## config.mk

```make
export PLATFORM = sky130hd
export DESIGN_NAME = alu_pipe_flat
export DESIGN_NICKNAME = d
export VERILOG_FILES = /design/src/rtl/alu_pipe_if.sv /design/src/rtl/alu_pipe.sv /design/src/flat_wrapper.sv
export SDC_FILE = /design/constraint.sdc
export NUM_CORES = 1
export LEC_CHECK = 0
export BUFFER_PORTS_ARGS = -buffer_cell sky130_fd_sc_hd__buf_4
export CAP_MARGIN = 0
export CORE_ASPECT_RATIO = 1.5
export CORE_MARGIN = 4
export CORE_UTILIZATION = 59
export DETAILED_ROUTE_END_ITERATION = 10
export PLACE_DENSITY = 0.8
export SLEW_MARGIN = 0
export SYNTH_ARGS = -nofsm -noshare
export SYNTH_HDL_FRONTEND = slang
export SYNTH_SLANG_ARGS = --single-unit
```

## constraint.sdc

```tcl
create_clock -name i_clk -period 9.7 [get_ports i_clk]
set_input_delay 1.94 -clock i_clk [delete_from_list [all_inputs] [get_ports i_clk]]
set_output_delay 1.94 -clock i_clk [all_outputs]
set_load 0.005 [all_outputs]
```

## src/rtl/alu_pipe_if.sv

```systemverilog
// rtl/alu_pipe_if.sv - operand/result handshake bundle for alu_pipe
interface alu_pipe_if #(
  parameter int DATA_W = 12
);
  logic                     i_valid;
  logic                     o_ready;
  logic signed [DATA_W-1:0] i_data_a;
  logic signed [DATA_W-1:0] i_data_b;
  logic [2:0]               i_inst;
  logic                     i_acc_clr;
  logic                     o_valid;
  logic                     i_ready;
  logic signed [DATA_W-1:0] o_data;
  logic                     o_overflow;

  modport slave (
    input  i_valid, i_data_a, i_data_b, i_inst, i_acc_clr, i_ready,
    output o_ready, o_valid, o_data, o_overflow
  );

  modport master (
    output i_valid, i_data_a, i_data_b, i_inst, i_acc_clr, i_ready,
    input  o_ready, o_valid, o_data, o_overflow
  );
endinterface

```

## src/rtl/alu_pipe.sv

```systemverilog
// rtl/alu_pipe.sv - two-stage signed fixed-point ALU with MAC accumulator and valid/ready flow
module alu_pipe #(
  parameter int DATA_W = 12,
  parameter int FRAC_W = 5,
  parameter int ACC_W  = 24,
  parameter int SAT_EN = 1
) (
  input  logic      i_clk,
  input  logic      i_rst_n,
  alu_pipe_if.slave bus
);
  // Working width holds a full product or the accumulator plus headroom for the add.
  localparam int WW = ((ACC_W > 2 * DATA_W) ? ACC_W : 2 * DATA_W) + 2;

  localparam logic [2:0] OP_ADD    = 3'd0;
  localparam logic [2:0] OP_SUB    = 3'd1;
  localparam logic [2:0] OP_MUL    = 3'd2;
  localparam logic [2:0] OP_MAC    = 3'd3;
  localparam logic [2:0] OP_XNOR   = 3'd4;
  localparam logic [2:0] OP_RELU   = 3'd5;
  localparam logic [2:0] OP_MEAN   = 3'd6;
  localparam logic [2:0] OP_ABSMAX = 3'd7;

  localparam logic signed [WW-1:0] D_MAX = {{(WW - DATA_W + 1){1'b0}}, {(DATA_W - 1){1'b1}}};
  localparam logic signed [WW-1:0] D_MIN = ~D_MAX;
  localparam logic signed [WW-1:0] A_MAX = {{(WW - ACC_W + 1){1'b0}}, {(ACC_W - 1){1'b1}}};
  localparam logic signed [WW-1:0] A_MIN = ~A_MAX;
  localparam logic signed [WW-1:0] RND   = {{(WW - 1){1'b0}}, 1'b1} << (FRAC_W - 1);

  logic                     en;
  logic                     s1_valid_q;
  logic signed [DATA_W-1:0] a_q;
  logic signed [DATA_W-1:0] b_q;
  logic [2:0]               inst_q;
  logic                     clr_q;
  logic signed [ACC_W-1:0]  acc_q;
  logic                     out_valid_q;
  logic signed [DATA_W-1:0] out_data_q;
  logic                     out_ovf_q;

  logic signed [WW-1:0]     a_w;
  logic signed [WW-1:0]     b_w;
  logic signed [WW-1:0]     prod_r;
  logic signed [WW-1:0]     acc_base;
  logic signed [WW-1:0]     acc_sum;
  logic signed [WW-1:0]     acc_d;
  logic signed [WW-1:0]     abs_a;
  logic signed [WW-1:0]     abs_b;
  logic signed [WW-1:0]     val;
  logic signed [DATA_W-1:0] xnor_v;
  logic signed [DATA_W-1:0] res_d;
  logic                     ovf_d;

  assign en             = !out_valid_q || bus.i_ready;
  assign bus.o_ready    = en;
  assign bus.o_valid    = out_valid_q;
  assign bus.o_data     = out_data_q;
  assign bus.o_overflow = out_ovf_q;

  always_comb begin
    a_w      = WW'(a_q);
    b_w      = WW'(b_q);
    prod_r   = ((a_w * b_w) + RND) >>> FRAC_W;
    acc_base = clr_q ? D_MAX ^ D_MAX : WW'(acc_q);
    acc_sum  = acc_base + prod_r;
    acc_d    = acc_sum;
    if (acc_sum > A_MAX) begin
      acc_d = A_MAX;
    end else if (acc_sum < A_MIN) begin
      acc_d = A_MIN;
    end
    abs_a  = (a_w < 0) ? -a_w : a_w;
    abs_b  = (b_w < 0) ? -b_w : b_w;
    xnor_v = ~(a_q ^ b_q);

    // Every op lands in the wide domain so one range check covers all overflow cases.
    val = '0;
    case (inst_q)
      OP_ADD:    val = a_w + b_w;
      OP_SUB:    val = a_w - b_w;
      OP_MUL:    val = prod_r;
      OP_MAC:    val = acc_d;
      OP_XNOR:   val = WW'(xnor_v);
      OP_RELU:   val = (a_w < 0) ? '0 : a_w;
      OP_MEAN:   val = (a_w + b_w) >>> 1;
      OP_ABSMAX: val = (abs_a > abs_b) ? abs_a : abs_b;
      default:   val = '0;
    endcase

    ovf_d = (val > D_MAX) || (val < D_MIN);
    res_d = val[DATA_W-1:0];
    if ((SAT_EN != 0) && ovf_d) begin
      res_d = val[WW-1] ? D_MIN[DATA_W-1:0] : D_MAX[DATA_W-1:0];
    end
  end

  always_ff @(posedge i_clk) begin
    if (!i_rst_n) begin
      s1_valid_q  <= 1'b0;
      a_q         <= '0;
      b_q         <= '0;
      inst_q      <= '0;
      clr_q       <= 1'b0;
      acc_q       <= '0;
      out_valid_q <= 1'b0;
      out_data_q  <= '0;
      out_ovf_q   <= 1'b0;
    end else if (en) begin
      s1_valid_q  <= bus.i_valid;
      a_q         <= bus.i_data_a;
      b_q         <= bus.i_data_b;
      inst_q      <= bus.i_inst;
      clr_q       <= bus.i_valid && bus.i_acc_clr;
      out_valid_q <= s1_valid_q;
      if (s1_valid_q) begin
        out_data_q <= res_d;
        out_ovf_q  <= ovf_d;
        if (inst_q == OP_MAC) begin
          acc_q <= acc_d[ACC_W-1:0];
        end else if (clr_q) begin
          acc_q <= '0;
        end
      end
    end
  end
endmodule

```

## src/flat_wrapper.sv

```systemverilog
// flat-port wrapper written by rule: the top's interface ports become plain ports
module alu_pipe_flat 
#(
  parameter int DATA_W = 12,
  parameter int FRAC_W = 5,
  parameter int ACC_W  = 24,
  parameter int SAT_EN = 1
)
  (i_clk, i_rst_n, bus_i_valid, bus_i_data_a, bus_i_data_b, bus_i_inst, bus_i_acc_clr, bus_i_ready, bus_o_ready, bus_o_valid, bus_o_data, bus_o_overflow);
  alu_pipe_if #(.DATA_W(DATA_W)) bus_i ();
  input  logic i_clk;
  input  logic i_rst_n;
  input wire logic [$bits(bus_i.i_valid)-1:0] bus_i_valid;
  input wire logic [$bits(bus_i.i_data_a)-1:0] bus_i_data_a;
  input wire logic [$bits(bus_i.i_data_b)-1:0] bus_i_data_b;
  input wire logic [$bits(bus_i.i_inst)-1:0] bus_i_inst;
  input wire logic [$bits(bus_i.i_acc_clr)-1:0] bus_i_acc_clr;
  input wire logic [$bits(bus_i.i_ready)-1:0] bus_i_ready;
  output wire logic [$bits(bus_i.o_ready)-1:0] bus_o_ready;
  output wire logic [$bits(bus_i.o_valid)-1:0] bus_o_valid;
  output wire logic [$bits(bus_i.o_data)-1:0] bus_o_data;
  output wire logic [$bits(bus_i.o_overflow)-1:0] bus_o_overflow;
  assign bus_i.i_valid = bus_i_valid;
  assign bus_i.i_data_a = bus_i_data_a;
  assign bus_i.i_data_b = bus_i_data_b;
  assign bus_i.i_inst = bus_i_inst;
  assign bus_i.i_acc_clr = bus_i_acc_clr;
  assign bus_i.i_ready = bus_i_ready;
  assign bus_o_ready = bus_i.o_ready;
  assign bus_o_valid = bus_i.o_valid;
  assign bus_o_data = bus_i.o_data;
  assign bus_o_overflow = bus_i.o_overflow;
  alu_pipe #(.DATA_W(DATA_W), .FRAC_W(FRAC_W), .ACC_W(ACC_W), .SAT_EN(SAT_EN)) u_core (.i_clk(i_clk), .i_rst_n(i_rst_n), .bus(bus_i));
endmodule
```

==> impl_metrics.json <==
{
  "swShare_pct": 51.2,
  "start_util_pct": 60.4,
  "final_layout_size_suffix_gt1_share_pct": 15.4,
  "cts_sinks": 67,
  "arrival_ns": 9.66,
  "grt_pass1_vias": 13200,
  "hpwl_um": 35800,
  "num_antenna_cells": 0,
  "yosys_register_bits": 67,
  "max-cap-violations": 0,
  "met3_length_um": 3090,
  "ys_types": 86,
  "clkSlewWorstSetupHoldPaths_ns": 0.07,
  "p_int_mw": 1.43,
  "relSlewSlack_pct": 20.5,
  "globalplace.congestion": 1.00,
  "met2_length_um": 22400,
  "core-area_sq_um": 21200,
  "switchingPower_mw": 1.50,
  "clockRootBuffer": "clkbuf_16",
  "combPwrFrac_pct": 76.2,
  "cts_made_buffers": 9,
  "clockBufferDepth": 2,
  "synth_top_area_share_pct": 22.7,
  "highest-signal-layer": "met4",
  "synth_edf_count": 0,
  "synth_area_leaders": "fa_1, ha_1, dfxtp_1",
  "cp_data_required_time_ns": 9.95,
  "ys.flop_type": "dfxtp_1",
  "hold_path_class": "reg -> reg",
  "syn_avg_cell_area_sq_um": 7.68,
  "outcome": "complete, no violations",
  "p_per_area_nw_per_um2": 197,
  "grt_pass1_wl_um": 69500,
  "syn_inst": 1669,
  "rows": 65,
  "path_class": "reg -> reg",
  "htreeDepth": 3,
  "syn_area_sq_um": 12800,
  "leakage_nw": 6.95,
  "yosys_warnings": 0,
  "wl_per_cell_um": 21.7,
  "worst_pin_slew_ns": 1.18,
  "setup_viol": 0,
  "hold_viol_final": 0,
  "yosys.area.top_type": "fa_1",
  "crit_path_end_kind": "flop",
  "critical_path.max_stage_delay_ns": 0.57,
  "nNetsFinal": 2088,
  "dr_total_vias": 12900,
  "async_flop_share_pct": 0,
  "drt_iter0_markers": 1167,
  "firstDrtPassIters": 8,
  "multi_input_area_sq_um": 10600,
  "critPathSlowestCell": "fa_1",
  "pin_count": 47,
  "seqPwrFrac_pct": 10.8,
  "clock-skew-final_ns": 0.00938,
  "drtAntennaViolNets": 0,
  "worst_ir_drop_vdd_uv": 290,
  "die_w_um": 128,
  "grt_overflow": 0,
  "routed_wl_um": 44800,
  "layout.cells.most_common": "inv_1",
  "clkPwrFrac_pct": 13.0,
  "final_cell_mix": "inv_1, nand2_1, buf_4, fa_1, a21oi_1",
  "fillers": 1797,
  "port_buffers": 46,
  "seq_area_sq_um": 1370,
  "grt_max_degree": 40,
  "final_core_util_pct": 69.8,
  "grt_antenna_before_repair": 0,
  "synthToLayoutAreaGrowth_pct": 15.6,
  "cts_tree": "built",
  "drv_slew": 0,
  "finalCritPeriodShare_pct": 97.0,
  "seq_area_frac_synth_pct": 10.5,
  "min_period_ns": 9.41,
  "grt_usage_pct": 37.2,
  "wirelength_met1_um": 15200,
  "clock_latency_ns": 0.36,
  "critPathLaunchType": "flop",
  "die_y_um": 188,
  "viasPerCell": 6.27,
  "p_total_mw": 2.92,
  "drc_errors": 0,
  "fmax_ghz": 0.106,
  "fp.dieArea_sq_um": 24200,
  "path_max_fanout": 10
}
## repair_timing
item,4_1_cts,5_1_grt
resized for setup,15,69
pin swaps,0,20
hold buffers,0,0
endpoints found under the setup margin,12,12
buffers inserted,0,15
## Yosys cell counts (6+ instances only)
library cell,number
fa_1,145
a21oi_1,136
nand3_1,21
a221oi_1,7
mux2i_1,6
a211oi_1,31
nor2_1,109
dfxtp_1,67
ha_1,122
and2_1,36
nand2_1,219
xnor2_1,57
xor2_1,11
or2_2,6
a31oi_1,12
and3_1,9
o21ai_0,96
or3_1,8
o21a_1,10
o211ai_1,18
o31ai_1,10
inv_1,231
nand4_1,12
o21ai_1,6
nor3_1,31
clkbuf_1,72
nor2b_1,37
a21o_1,21
nand2b_1,14
## final timing paths
kind / start / slack (ns) / depth (start not counted) / endpoint
min reg2reg: u_core.acc_q[19]$_SDFFE_PN0P_ / 0.45 / 2 / u_core.acc_q[19]$_SDFFE_PN0P_
min: u_core.acc_q[19]$_SDFFE_PN0P_ / 0.45 / 2 / u_core.acc_q[19]$_SDFFE_PN0P_
max reg2reg: u_core.a_q[11]$_SDFFE_PN0N_ / 0.29 / 37 / u_core.bus.o_overflow$_SDFFE_PN0P_
max: u_core.a_q[11]$_SDFFE_PN0N_ / 0.29 / 37 / u_core.bus.o_overflow$_SDFFE_PN0P_
## registers in the layout, indices dropped and copies added (netlist names)
signal,count
u_core.bus.o_overflow,1
u_core.acc_q,24
u_core.b_q,12
u_core.s1_valid_q,1
u_core.a_q,12
u_core.bus.o_valid,1
u_core.inst_q,3
u_core.clr_q,1
u_core.bus.o_data,12
## power groups by stage
| stage | clock network [mW] | registers [mW] | logic (mW) |
|---|---|---|---|
| 6_report | 0.381 | 0.314 | 2.23 |
| 5_1_grt | 0.392 | 0.315 | 2.40 |
| 4_1_cts | 0.381 | 0.313 | 2.04 |
| 3_5_place_dp | 0 | 0.318 | 2.01 |
| 3_3_place_gp | 0 | 0.318 | 1.98 |
| 2_1_floorplan | 0 | 0.308 | 1.28 |
## per-layer routing
| metal | global-route usage [%] | vias up |
|---|---|---|
| met5 | 0 | - |
| met4 | 27.6 | 0 |
| met3 | 5.47 | 246 |
| met2 | 64.8 | 665 |
| met1 | 40.0 | 6207 |
| li1 | - | 5801 |
## through the flow
| step | worst slack (ns) | TNS, ns | area [sq um] | hold WS, ns | cells |
|---|---|---|---|---|---|
| 6_report | 0.293 | 0 | 14800 | 0.447 | 2062 |
| 2_1_floorplan | 0.0653 | 0 | 12900 | 0.427 | 1691 |
| 3_5_place_dp | -0.274 | -2.88 | 14100 | 0.438 | 2031 |
| 5_1_grt | -0.0807 | -0.328 | 14800 | 0.465 | 2062 |
| 4_1_cts | 0.0113 | 0 | 14400 | 0.447 | 2047 |
| 3_3_place_gp | -0.138 | -1.17 | 14100 | 0.435 | 2031 |
## cell families (layout without fill, tap and decap cells)
kind of cell	Yosys count	count (layout)	share of synthesized area, %
muxes	6	6	0.469
xor gates and xnor gates	70	70	4.96
and+or+nand+nor	527	527	19.2
buffers and inverters	311	414	9.13
adders and majority gates	267	267	34.6
AOI/OAI and AO/OA	419	419	21.1
DFF	67	67	10.5
other	2	24	0.0586
## critical path: cells and delay by family, from the launching register on
| kind | cells | cell delay, ns |
|---|---|---|
| flops | 1 | 0.37 |
| compound gates | 14 | 3.02 |
| buf+inv | 8 | 1.19 |
| simple gates | 6 | 0.81 |
| xor+xnor | 1 | 0.23 |
| fa+ha+maj | 8 | 3.67 |
## area by class of cell
cell class | instances | area share [%]
Multi-Input combinational cell | 1313 | 71.8
Sequential cell | 67 | 9.25
Timing Repair Buffer | 165 | 8.59
Inverter | 233 | 5.93
Tap cell | 268 | 2.26
Clock buffer | 10 | 1.55
Clock inverter | 6 | 0.608
(Power assumes the default switching activity.)
